### src/rtl/pipe_mem_wb_multi_if.sv
// MEM->WB pipeline bundle: upstream controls and payload in, last-slot contents, hazard flags and debug count out.
interface pipe_mem_wb_multi_if #(
  parameter int N  = 32,
  parameter int AW = 4,
  parameter int CW = 16
);
  logic          Stall;
  logic          Flush;
  logic          Valid_i;
  logic [N-1:0]  ReadData_i;
  logic [N-1:0]  AluResult_i;
  logic [AW-1:0] A3_i;
  logic          RF_WE_i;
  logic          MemWE_i;
  logic          WBSelect_i;
  logic [AW-1:0] RA1_i;
  logic [AW-1:0] RA2_i;

  logic [N-1:0]  ReadData_o;
  logic [N-1:0]  AluResult_o;
  logic [AW-1:0] A3_o;
  logic          Valid_o;
  logic          RF_WE_o;
  logic          MemWE_o;
  logic          WBSelect_o;
  logic [N-1:0]  WBData_o;
  logic          Match1_o;
  logic          Match2_o;
  logic [CW-1:0] StallCnt_o;

  modport master (
    output Stall, Flush, Valid_i, ReadData_i, AluResult_i, A3_i,
           RF_WE_i, MemWE_i, WBSelect_i, RA1_i, RA2_i,
    input  ReadData_o, AluResult_o, A3_o, Valid_o, RF_WE_o, MemWE_o,
           WBSelect_o, WBData_o, Match1_o, Match2_o, StallCnt_o
  );

  modport slave (
    input  Stall, Flush, Valid_i, ReadData_i, AluResult_i, A3_i,
           RF_WE_i, MemWE_i, WBSelect_i, RA1_i, RA2_i,
    output ReadData_o, AluResult_o, A3_o, Valid_o, RF_WE_o, MemWE_o,
           WBSelect_o, WBData_o, Match1_o, Match2_o, StallCnt_o
  );
endinterface

### src/rtl/pipe_mem_wb_multi.sv
// MEM->WB pipeline of STAGES slots with per-slot valid, flush and stall; outputs appear STAGES-1 edges after capture.
// Stall freezes every slot and drops the input (upstream holds it); flush beats stall and only clears valids.
module pipe_mem_wb_multi #(
  parameter int N      = 32,
  parameter int AW     = 4,
  parameter int STAGES = 1,
  parameter int CW     = 16
) (
  input  logic               CLK,
  input  logic               RST,
  pipe_mem_wb_multi_if.slave bus
);

  typedef struct packed {
    logic          vld;
    logic [N-1:0]  rd;
    logic [N-1:0]  alu;
    logic [AW-1:0] a3;
    logic          rf_we;
    logic          mem_we;
    logic          wb_sel;
  } slot_t;

  generate
    if (STAGES < 1 || STAGES > 4) begin : g_bad_stages
      $error("pipe_mem_wb_multi: STAGES must be in 1..4");
    end
  endgenerate

  slot_t         slot_q [STAGES];
  slot_t         slot_d [STAGES];
  slot_t         last;
  logic [CW-1:0] stall_cnt_q;
  logic [CW-1:0] stall_cnt_d;
  logic          match1;
  logic          match2;

  always_comb begin
    slot_d = slot_q;
    if (bus.Flush) begin
      // Payload fields are left in place; only the valid bits matter after a flush.
      for (int k = 0; k < STAGES; k++) begin
        slot_d[k].vld = 1'b0;
      end
    end else if (!bus.Stall) begin
      slot_d[0].vld    = bus.Valid_i;
      slot_d[0].rd     = bus.ReadData_i;
      slot_d[0].alu    = bus.AluResult_i;
      slot_d[0].a3     = bus.A3_i;
      slot_d[0].rf_we  = bus.RF_WE_i;
      slot_d[0].mem_we = bus.MemWE_i;
      slot_d[0].wb_sel = bus.WBSelect_i;
      for (int k = 1; k < STAGES; k++) begin
        slot_d[k] = slot_q[k-1];
      end
    end
  end

  always_comb begin
    stall_cnt_d = stall_cnt_q;
    if (bus.Stall && !bus.Flush && (stall_cnt_q != {CW{1'b1}})) begin
      stall_cnt_d = stall_cnt_q + CW'(1);
    end
  end

  // Hazard flags look only at registered slot state; no bypass of same-cycle inputs.
  always_comb begin
    match1 = 1'b0;
    match2 = 1'b0;
    for (int k = 0; k < STAGES; k++) begin
      if (slot_q[k].vld && slot_q[k].rf_we && (slot_q[k].a3 == bus.RA1_i)) match1 = 1'b1;
      if (slot_q[k].vld && slot_q[k].rf_we && (slot_q[k].a3 == bus.RA2_i)) match2 = 1'b1;
    end
  end

  always_ff @(posedge CLK or negedge RST) begin
    if (!RST) begin
      for (int k = 0; k < STAGES; k++) begin
        slot_q[k] <= '0;
      end
      stall_cnt_q <= '0;
    end else begin
      for (int k = 0; k < STAGES; k++) begin
        slot_q[k] <= slot_d[k];
      end
      stall_cnt_q <= stall_cnt_d;
    end
  end

  assign last            = slot_q[STAGES-1];
  assign bus.ReadData_o  = last.rd;
  assign bus.AluResult_o = last.alu;
  assign bus.A3_o        = last.a3;
  assign bus.Valid_o     = last.vld;
  assign bus.RF_WE_o     = last.rf_we  & last.vld;
  assign bus.MemWE_o     = last.mem_we & last.vld;
  assign bus.WBSelect_o  = last.wb_sel;
  assign bus.WBData_o    = last.wb_sel ? last.rd : last.alu;
  assign bus.Match1_o    = match1;
  assign bus.Match2_o    = match2;
  assign bus.StallCnt_o  = stall_cnt_q;

endmodule

### src/flat_wrapper.sv
// flat-port wrapper written by rule: the top's interface ports become plain ports
module pipe_mem_wb_multi_flat 
#(
  parameter int N      = 32,
  parameter int AW     = 4,
  parameter int STAGES = 1,
  parameter int CW     = 16
)
  (CLK, RST, bus_Stall, bus_Flush, bus_Valid_i, bus_ReadData_i, bus_AluResult_i, bus_A3_i, bus_RF_WE_i, bus_MemWE_i, bus_WBSelect_i, bus_RA1_i, bus_RA2_i, bus_ReadData_o, bus_AluResult_o, bus_A3_o, bus_Valid_o, bus_RF_WE_o, bus_MemWE_o, bus_WBSelect_o, bus_WBData_o, bus_Match1_o, bus_Match2_o, bus_StallCnt_o);
  pipe_mem_wb_multi_if #(.N(N), .AW(AW), .CW(CW)) bus_i ();
  input  logic CLK;
  input  logic RST;
  input wire logic [$bits(bus_i.Stall)-1:0] bus_Stall;
  input wire logic [$bits(bus_i.Flush)-1:0] bus_Flush;
  input wire logic [$bits(bus_i.Valid_i)-1:0] bus_Valid_i;
  input wire logic [$bits(bus_i.ReadData_i)-1:0] bus_ReadData_i;
  input wire logic [$bits(bus_i.AluResult_i)-1:0] bus_AluResult_i;
  input wire logic [$bits(bus_i.A3_i)-1:0] bus_A3_i;
  input wire logic [$bits(bus_i.RF_WE_i)-1:0] bus_RF_WE_i;
  input wire logic [$bits(bus_i.MemWE_i)-1:0] bus_MemWE_i;
  input wire logic [$bits(bus_i.WBSelect_i)-1:0] bus_WBSelect_i;
  input wire logic [$bits(bus_i.RA1_i)-1:0] bus_RA1_i;
  input wire logic [$bits(bus_i.RA2_i)-1:0] bus_RA2_i;
  output wire logic [$bits(bus_i.ReadData_o)-1:0] bus_ReadData_o;
  output wire logic [$bits(bus_i.AluResult_o)-1:0] bus_AluResult_o;
  output wire logic [$bits(bus_i.A3_o)-1:0] bus_A3_o;
  output wire logic [$bits(bus_i.Valid_o)-1:0] bus_Valid_o;
  output wire logic [$bits(bus_i.RF_WE_o)-1:0] bus_RF_WE_o;
  output wire logic [$bits(bus_i.MemWE_o)-1:0] bus_MemWE_o;
  output wire logic [$bits(bus_i.WBSelect_o)-1:0] bus_WBSelect_o;
  output wire logic [$bits(bus_i.WBData_o)-1:0] bus_WBData_o;
  output wire logic [$bits(bus_i.Match1_o)-1:0] bus_Match1_o;
  output wire logic [$bits(bus_i.Match2_o)-1:0] bus_Match2_o;
  output wire logic [$bits(bus_i.StallCnt_o)-1:0] bus_StallCnt_o;
  assign bus_i.Stall = bus_Stall;
  assign bus_i.Flush = bus_Flush;
  assign bus_i.Valid_i = bus_Valid_i;
  assign bus_i.ReadData_i = bus_ReadData_i;
  assign bus_i.AluResult_i = bus_AluResult_i;
  assign bus_i.A3_i = bus_A3_i;
  assign bus_i.RF_WE_i = bus_RF_WE_i;
  assign bus_i.MemWE_i = bus_MemWE_i;
  assign bus_i.WBSelect_i = bus_WBSelect_i;
  assign bus_i.RA1_i = bus_RA1_i;
  assign bus_i.RA2_i = bus_RA2_i;
  assign bus_ReadData_o = bus_i.ReadData_o;
  assign bus_AluResult_o = bus_i.AluResult_o;
  assign bus_A3_o = bus_i.A3_o;
  assign bus_Valid_o = bus_i.Valid_o;
  assign bus_RF_WE_o = bus_i.RF_WE_o;
  assign bus_MemWE_o = bus_i.MemWE_o;
  assign bus_WBSelect_o = bus_i.WBSelect_o;
  assign bus_WBData_o = bus_i.WBData_o;
  assign bus_Match1_o = bus_i.Match1_o;
  assign bus_Match2_o = bus_i.Match2_o;
  assign bus_StallCnt_o = bus_i.StallCnt_o;
  pipe_mem_wb_multi #(.N(N), .AW(AW), .STAGES(STAGES), .CW(CW)) u_core (.CLK(CLK), .RST(RST), .bus(bus_i));
endmodule
### config.mk
export PLATFORM = sky130hd
export DESIGN_NAME = pipe_mem_wb_multi_flat
export DESIGN_NICKNAME = d
export VERILOG_FILES = /design/src/rtl/pipe_mem_wb_multi_if.sv /design/src/rtl/pipe_mem_wb_multi.sv /design/src/flat_wrapper.sv
export SDC_FILE = /design/constraint.sdc
export NUM_CORES = 1
export LEC_CHECK = 0
export CAP_MARGIN = 20
export CORE_AREA = 2 2 126 128
export CTS_CLUSTER_DIAMETER = 80
export DETAILED_ROUTE_END_ITERATION = 7
export DIE_AREA = 0 0 128 130
export PLACE_DENSITY_LB_ADDON = 0.05
export RECOVER_POWER = 100
export SKIP_CTS_REPAIR_TIMING = 1
export SLEW_MARGIN = 20
export SYNTH_ARGS = -nofsm -noshare
export SYNTH_HDL_FRONTEND = slang
export SYNTH_SLANG_ARGS = --single-unit
### constraint.sdc
create_clock -name CLK -period 2.9 [get_ports CLK]
set_clock_uncertainty 0.05 [all_clocks]
set_input_delay 0.58 -clock CLK [delete_from_list [all_inputs] [get_ports CLK]]
set_output_delay 0.58 -clock CLK [all_outputs]
set_load 0.005 [all_outputs]
==> impl_results.md <==
* Clock Tree Buf Depth at 2
* Initial cell density of the core at between 20% and 30%
* Antenna diode count at 0
* Routed vias at approximately 3,000
* Endpoint arrival time on the critical path at 2060 ps
* Top Family by Delay on Critical Path: buffers and inverters
* Average cell area after synthesis at between 10 and 15 um^2
* Number of fill cells at approximately 1,500
* Outcome: complete, but fails checks
* DRT Wirelength at between 10,000 and 15,000 um
* Number of port buffers at slightly above 200
* Violated checks: max-capacitance violations, max-slew violations
* Relative slew margins at -26.6%
* Crit-path slowest cell: dlygate4sd3_1
* GP Congestion at around 0.77
* Maximum number of pins on one net before global-route repair at 48
* Total power per unit cell area at slightly above 600 nW/um^2
* Post-synthesis instance area at around 4500 um^2
* Post-Synthesis Cells at between 300 and 400
* Most common flop cell mapped by yosys: dfrtp_1
* Ordered list of cells on the worst path: buf_12 -> mux2_2 -> dlygate4sd3_1
* Antenna violations before repair at 0
* Post-DP HPWL at a little under 8000 um
* Max H-tree Level at 3
* Cell Rows at 46
* Critical Path End Type: output port
* Wire length of the first global-routing pass at about 17,000 um
* Total of flip-flops plus latches after synthesis at 88
* Area added between synthesis and finish at 47.2%
* Portion of synthesized cell area occupied by the leading cell type at about 49%
* Cell taking the most area after synthesis: dfrtp_1
* Final setup violating endpoints at 0
* Source of the worst register-to-register timing path: u_core.bus.StallCnt_o[0]$_DFFE_PN0P_
* Critical path fanouts, max at 24
* Total buffers and inverters traversed by the critical path at 2
* Die area at about 17,000 um^2
* Maximum resistive drop on vdd at 0.000255 V
* Total area of sequential cells at 2200 um^2
* Crit-path max cell delay at around 570 ps
* Net count of the mapped netlist at 429
* Worst-case setup margin in the final layout at 205 ps
* Actual slew at the worst max-slew pin at ~1900 ps
* IO Pins at between 200 and 250
* RSZ-0062 raised after global routing: no
* Pleak at ~2.8 nW
* Core Box Area at 15,400 um^2
* Remaining DRCs at 0
* Final-stage net count at roughly 570
* Count of nets left with antenna violations after detail routing at 0
* Max-slew violation count at 36
* Cell at the root of the clock tree: clkbuf_16
* Total grt overflow at 0
* Worst hold path startpoint: u_core.last[1]$_DFFE_PN0P_
* Achievable clock frequency at roughly 370 MHz
* Cts bufs inserted at 9
* Max cap viols at 1
* Number of failing hold endpoints at the final stage at 0
* Min cycle time layout at approximately 2700 ps
* Post-route fraction of the period consumed by the critical path at slightly above 90%
* Wire length per cell after detailed routing at between 15 and 20 um
* Fraction of layout instances using a drive strength above 1 at approximately 27%
* Kind of start point of the critical path: flop
* Combined area of the multi-input logic cells at around 1700 um^2
* Top cell types by occurrence after synthesis: 104 x mux2_2, 88 x dfrtp_1, 68 x buf_4, 20 x xor2_1, 12 x nand2_1
* Sinks on the clock net at 88
* Final TNS setup at 0 ps
* Worst setup timing slack at the placement stage at between 200 and 300 ps
* Proportion of synthesized flip-flops having asynchronous set or reset at 100%
* Worst Path Required at between 2000 and 2500 ps
* Post-synth cell types at 27
* Cell types with the largest area share after synthesis: dfrtp_1 49%, mux2_2 26%, buf_4 11%
* Critical Path Start: u_core.bus.WBSelect_o$_DFFE_PN0P_
* Class of the most critical hold timing path: reg -> reg
* First DRT Iteration DRCs at 77
* Initial DRT Pass Iterations at 6
* Vias in the first global route at between 3,000 and 4,000
* Sequential fraction of the synthesis area at around 49%
* Chip Width at between 100 and 150 um
* Clock Latency Late Sink at ~340 ps
* Most frequently used cell type in the post-synthesis netlist: mux2_2
* Global-route usage over all layers at 13.0%
* Total of warnings raised by yosys at 0
* Die boundary height at ~130 um
* Post-synth EDFFs at 0
* Utilization after layout at a little over two fifths
* CTS tree: yes
* Start-to-end type of the worst setup path: reg -> out
* Worst-path clk slew at around 70 ps
* Via density per instance at between 4 and 5
registers in the layout, indices dropped and copies added, names as in the netlist:
register and count:
u_core.bus.AluResult_o 32, u_core.bus.ReadData_o 32, u_core.bus.StallCnt_o 16, u_core.bus.A3_o 4
u_core.last 2, u_core.bus.Valid_o 1, u_core.bus.WBSelect_o 1
power breakdown:
part           internal [mW]  switching, mW
combinational          0.737          0.327
sequential              1.42          0.184
clock                  0.888          0.490
total                   3.04           1.00
final cells by class:
| class | count | share of cell area [%] |
|---|---|---|
| Clock buffer | 11 | 3.84 |
| Clock inverter | 5 | 1.56 |
| Multi-Input combinational cell | 177 | 25.7 |
| Sequential cell | 88 | 33.5 |
| Tap cell | 192 | 3.65 |
| Timing Repair Buffer | 210 | 31.7 |
worst reg2reg max path, cell delays in order, from the launching register on:
cell	delay [ps]
dfrtp_1	430
ha_1	270
nand3_4	80
nor4_2	750
nor2b_1	180
mux2_2	310
through the flow:
step	std cells	instance area [um^2]	total power, mW	hold slack (ps)
2_1_floorplan	344	4470	2.19	234
3_5_place_dp	667	6270	2.82	440
5_1_grt	683	6580	4.28	490
3_3_place_gp	667	6270	2.82	439
4_1_cts	683	6630	4.23	144
6_report	683	6580	4.04	460
kinds of logic (layout without fill, tap and decap cells):
logic type	after synthesis	count (layout)	synth area share (%)
multiplexers	106	106	26.8
flip-flops	88	88	49.3
buffers and inverters	79	226	12.5
AND/OR/NAND/NOR	48	48	6.86
XOR/XNOR	22	22	4.31
adder cells (fa/ha/maj)	1	1	0.280
final timing paths:
| check | slack, ps | cells after the start | to |
|---|---|---|---|
| min in group asynchronous | 700 | 1 | u_core.bus.StallCnt_o[0]$_DFFE_PN0P_ |
| worst max-delay path | 210 | 3 | bus_WBData_o[4] |
| worst max register to register | 720 | 5 | u_core.bus.StallCnt_o[1]$_DFFE_PN0P_ |
| max in group asynchronous | 620 | 2 | u_core.bus.ReadData_o[7]$_DFFE_PN0P_ |
| worst min register to register | 460 | 1 | u_core.last[1]$_DFFE_PN0P_ |
| worst min-delay path | 460 | 1 | u_core.last[1]$_DFFE_PN0P_ |
layout by cell type (no fill, tap or decap), drive strengths merged, types with 2 or more instances in the layout:
| master | instances |
|---|---|
| nor2b | 2 |
| xnor2 | 2 |
| xor2 | 20 |
| mux2 | 105 |
| and3 | 2 |
| bufinv | 3 |
| nand4 | 6 |
| clkbuf | 16 |
| clkdlybuf4s50 | 97 |
| and2 | 2 |
| dfrtp | 88 |
| nor3 | 7 |
| dlygate4sd3 | 107 |
| nand2 | 12 |
| nor4 | 6 |
| nor2 | 7 |
per-layer routing:
layer,share of wire (%),GRT usage (%),wire length [um],vias to the layer above
li1,-,-,-,1403
met1,44,16.3,4740,1448
met5,0,0,0,-
met3,7.6,4.51,820,12
met4,1.7,5.82,185,0
met2,47,20.4,5010,125
Power figures use the tool's default switching activity.
==> RTL edit 1, RTL diff (same settings) <==
`STAGES` is set to 1 in 2 places; all go to 2. Comments in the files are not updated.
--- a/src/rtl/pipe_mem_wb_multi.sv
+++ b/src/rtl/pipe_mem_wb_multi.sv
@@ -3,7 +3,7 @@
 module pipe_mem_wb_multi #(
   parameter int N      = 32,
   parameter int AW     = 4,
-  parameter int STAGES = 1,
+  parameter int STAGES = 2,
   parameter int CW     = 16
 ) (
   input  logic               CLK,
--- a/src/flat_wrapper.sv
+++ b/src/flat_wrapper.sv
@@ -3,7 +3,7 @@
 #(
   parameter int N      = 32,
   parameter int AW     = 4,
-  parameter int STAGES = 1,
+  parameter int STAGES = 2,
   parameter int CW     = 16
 )
   (CLK, RST, bus_Stall, bus_Flush, bus_Valid_i, bus_ReadData_i, bus_AluResult_i, bus_A3_i, bus_RF_WE_i, bus_MemWE_i, bus_WBSelect_i, bus_RA1_i, bus_RA2_i, bus_ReadData_o, bus_AluResult_o, bus_A3_o, bus_Valid_o, bus_RF_WE_o, bus_MemWE_o, bus_WBSelect_o, bus_WBData_o, bus_Match1_o, bus_Match2_o, bus_StallCnt_o);
Function: changed (Yosys sat finds a counterexample within 4 cycles, from zero or initial values and one cycle with RST low).
==> RTL edit 1 against the original RTL <==
- the flow still finishes with violations (capacitance limit, slew limit)
- final cell count up 26%
- sequential cell count up 72
- routed wire length up 38%
- count of clock-buffer cells in the layout up 12
- final area up 45%
- power up 73%
- clock power up 59%
- area after synthesis up 61%
- worst setup slack worse by 0.098 ns
- largest power group unchanged
==> RTL edit 1: results (changes against the original RTL) <==
The peak per-stage delay on the critical path works out to 0.55 ns (-0.02 ns). The logs give 28 (+3.7%) for the number of distinct library cells after synthesis and 593 (+38%) for the post-synth net total. Sorting the synthesized cells by area gives the leading types as dfrtp_1 56%, mux2_2 27%, buf_4 7.1%.

The tools report the maximum number of pins on one net before global-route repair as 65 (+35%). The number of maximum-capacitance violations is 1 (unchanged). The flow ran to the end, but the final reports show violations. In this run the most critical hold path is launched from u_core.slot_q[72]. In the synthesized netlist, the cells that appear most often are 175 x mux2_2, 160 x dfrtp_1, 68 x buf_4.

The number of buffers created by CTS is 17 (+8), and the clock latency on the worst-skew pair is 0.41 ns (+0.07 ns). The maximum ir drop on the vdd rail is 458 µV (+80%), and the total routing resource utilization after global routing is 18.2% (+5.2 points). The number of iterations in the first detailed-routing pass was 4 (-2); the global-route wire length before repair was 23.2 mm (+40%). The largest fanout on the critical path came out at 2 (-92%). Fraction of layout instances using a drive strength above 1: 32.9% (+5.8 points).

The largest individual stage delay along the critical path comes from the cell clkdlybuf4s50_1. The via count of the first global-routing pass is 4460 (+44%). For hold timing, the worst endpoint is u_core.bus.WBSelect_o. The H-tree depth was 4 (+1); the max-slew violation count was 65 (+81%).

The logs give 158 (+110%) for the first-iteration detailed-routing DRC count and 0.00405 µW (+46%) for the leakage power total. The filler cell count in the final layout came out at 1240 (-15%). The tools report the number of nets in the layout as 741 (+30%). The checks that failed: capacitance limit, slew limit. The tools report the half-perimeter wire length of the detailed placement result as 10.6 mm (+36%). The final standard cell count with taps included and fillers excluded was 861 (+26%); the per-cell routed wire length was 17.2 µm (+9.3%). The critical path data arrival time was 2.16 ns (+0.10 ns). The run gives 829 (+24%) as the placed cell count.
[RTL edit 1: changes by cell type in the layout (fill, tap and decap cells not counted), moves of 3 or more]
| cell | change |
|---|---|
| dfrtp_1 | +72 |
| nand4_1 | +4 |
| mux2_2 | +70 |
| xnor2_1 | +6 |
| dlygate4sd3_1 | -7 |
| nand2_1 | -3 |
| clkdlybuf4s50_1 | +7 |
| clkbuf_16 | +8 |
| clkbuf_2 | +4 |
| clkbuf_1 | +4 |
| clkinvlp_4 | +4 |
[RTL edit 1: area by class of cell]
cell class / instances / share of cell area (%)
Clock buffer: 23 / 5.01
Clock inverter: 9 / 1.13
Sequential cell: 160 / 42.0
Multi-Input combinational cell: 261 / 27.2
Timing Repair Buffer: 216 / 22.2
Tap cell: 192 / 2.52
[RTL edit 1: worst max path at each step]
stage	startpoint	to	slack, ns
6_report	bus_RA2_i[3]	bus_Match2_o	0.11
5_1_grt	bus_RA1_i[0]	bus_Match1_o	0.007
4_1_cts	bus_RA2_i[3]	bus_Match2_o	0.09
3_5_place_dp	bus_RA2_i[3]	bus_Match2_o	0.1
3_3_place_gp	bus_RA2_i[3]	bus_Match2_o	0.14
2_1_floorplan	u_core.bus.WBSelect_o	bus_WBData_o[10]	0.99
[RTL edit 1: through the flow]
stage	instance area, µm²	setup WS (ns)	util (%)
6_report	9550	0.107	61.9
5_1_grt	9550	0.00728	61.9
4_1_cts	9650	0.0888	62.6
3_5_place_dp	9060	0.0956	58.8
3_3_place_gp	9060	0.142	58.8
2_1_floorplan	7200	0.991	-
[RTL edit 1: where the power goes]
part / switching [µW] / leakage, µW / internal (µW)
sequential: 349 / 0.00191 / 2660
combinational: 548 / 0.00187 / 1230
clock: 857 / 0.000271 / 1330
total: 1750 / 0.00405 / 5220
[RTL edit 1: metal layers]
layer  global-route usage [%]  share of wire, %
met5                        0                 0
met4                     8.53               2.2
met3                     5.29               6.0
met2                     30.2                49
met1                     22.1                43
[RTL edit 1: kinds of logic (layout without fill, tap and decap cells)]
group	after synthesis	in the layout	share of synthesized area, %
xor+xnor	30	30	3.65
buf+inv	87	248	8.34
fa+ha+maj	1	1	0.174
simple gates	49	49	4.12
flops	160	160	55.6
mux	178	178	27.8
compound gates	3	3	0.313
[RTL edit 1: worst register-to-register path, cell delays in order, from the launching register on]
cell	delay, ns
dfrtp_1	0.41
ha_1	0.18
and3_1	0.19
nor4b_2	0.69
nor2_1	0.19
mux2_4	0.34
==> RTL edit 2, RTL diff (same flow settings) <==
Made on the original files. Make the reset (`RST`) synchronous in one clocked block.
--- a/src/rtl/pipe_mem_wb_multi.sv
+++ b/src/rtl/pipe_mem_wb_multi.sv
@@ -73,7 +73,7 @@
     end
   end
 
-  always_ff @(posedge CLK or negedge RST) begin
+  always_ff @(posedge CLK) begin
     if (!RST) begin
       for (int k = 0; k < STAGES; k++) begin
         slot_q[k] <= '0;
Function: differs if RST is asserted again (counterexample within 4 cycles, from zero or initial values and one cycle with RST low); with RST held inactive, the same outputs for 4 cycles.
==> RTL edit 2 against the original RTL <==
- sequential cell count is the same
- count of clock-buffer cells in the layout grew 1
- first-iteration DRC count grew 100%
- routed wire length grew 18%
- final area shrank 3.4%
- critical path depth grew 1
- sequential share of layout area shrank 5.7 points
- worst setup slack lost 0.023 ns
- area after synthesis shrank 4.6%
- largest cell class is now non-clock buffers
Power is not compared: it rests on default switching activity, and its combinational part moved more than twofold at a synthesized area within 25%.
==> RTL edit 2: results (changes against the original RTL) <==
The flow ran to the end, and the final reports show no timing, DRC or antenna violations. The tools report the placed cell count as 835 (+25%). The peak per-stage delay on the critical path came out at 0.62 ns (+0.05 ns). The slew at the pin closest to its max-slew limit was 0.982 ns (-0.917 ns); the filler cell count in the final layout was 1586 (+8.5%). The run gives 15.2% (+2.2 points) as the total routing resource utilization after global routing. Per-cell routed wire length: 15.0 µm (-5.0%). The sequential area share after synthesis was 41.3% (-8.0 points). The critical register-to-register path startpoint was u_core.bus.StallCnt_o[8]. The half-perimeter wire length of the detailed placement result was 9.10 mm (+16%); the global-route wire length before repair was 19.6 mm (+18%). The multi-input gate count came out at 338 (+91%). The most frequently used flop master after synthesis is dfxtp_1.

The average vias per placed instance was 4.54 (+3.7%); the number of nets in the layout was 739 (+29%). The post-synth net total was 609 (+42%); the share of final layout cell area taken by non-clock buffers was 33.8% (+2.1 points). The critical path ends at bus_Match2_o.

Via count of the first global-routing pass: 3738 (+21%). Post-route minimum period: 2.72 ns (+0.0230 ns). Share of cell area taken by flip-flops and latches: 27.7% (-5.7 points). The mean post-synth cell area is 8.14 µm² (-37%). The setup slack after placement was 0.200 ns (-0.0685 ns); the diode insertion count for antenna repair was 1 (+1). The number of iterations in the first detailed-routing pass is 4 (-2).

The most critical setup path has its startpoint at bus_RA2_i[3]. Source of the worst hold timing path: u_core.last[1]. Number of non-clock inverters in the layout: 2 (+2). The layout overhead on the synthesized area is 49.0%. The tools report the register-to-register setup slack as 1.08 ns (+0.36 ns). For the first-iteration detailed-routing DRC count, the log shows 154 (+100%). Fraction of layout instances using a drive strength above 1: 9.27% (-18 points).

The largest fanout on the critical path was 1 (-96%); the via count of the routed design was 3861 (+29%). The routability congestion estimate from global placement was 0.789 (+2.9%). The portion of the layout cell area used by clock cells came out at 5.06% (-0.34 points). The maximum number of pins on one net before global-route repair was 46 (-4.2%); the number of cells traversed by the worst register-to-register path was 4 (-1). Critical path data arrival time: 2.09 ns (+0.03 ns). By count the netlist is led by 151 x nand2_1, 88 x dfxtp_1, 77 x a21oi_1.
-- RTL edit 2: cell count changes after synthesis, moves of 24 or more --
cell,delta
nand2_1,+139
dfrtp_1,-88
dfxtp_1,+88
a21oi_1,+77
mux2_2,-72
clkbuf_1,+24
-- RTL edit 2: cell families after synthesis --
kind of cell / after synthesis / share of synthesized area [%]
AND/OR/NAND/NOR: 200 / 21.2
buffers and inverters: 98 / 14.6
multiplexers: 36 / 9.39
flip-flops: 88 / 41.3
adder cells (fa/ha/maj): 1 / 0.293
XOR/XNOR: 9 / 1.85
AO/OA/AOI/OAI: 92 / 11.4
-- RTL edit 2: how the worst min path moves through the flow --
stage                     end  slack (ns)  depth (start not counted)
2_1_floorplan  u_core.last[1]        0.38                          2
3_3_place_gp   u_core.last[2]        0.39                          2
3_5_place_dp   u_core.last[1]        0.39                          2
4_1_cts        u_core.last[1]        0.40                          2
5_1_grt        u_core.last[1]        0.43                          2
6_report       u_core.last[1]        0.40                          2
-- RTL edit 2: routing by layer --
layer	up-vias	track usage, %	share of wire [%]
met3	12	5.17	7.9
li1	1939	-	-
met4	0	6.01	1.4
met2	129	24.2	45
met1	1781	18.9	46
met5	-	0	0
-- RTL edit 2: worst min-delay path, stage by stage, from the launching register on --
cell	delay (ns)
dfxtp_1	0.31
nand2_1	0.05
a21oi_1	0.05
-- RTL edit 2: power groups by stage --
| stage | registers [µW] | clock network (µW) | logic (µW) |
|---|---|---|---|
| finish | 1300 | 1280 | 407 |
| CTS | 1300 | 1330 | 446 |
| global placement | 1320 | 0 | 441 |
| detailed placement | 1330 | 0 | 443 |
| floorplan | 1310 | 0 | 205 |
| global route | 1300 | 1370 | 447 |
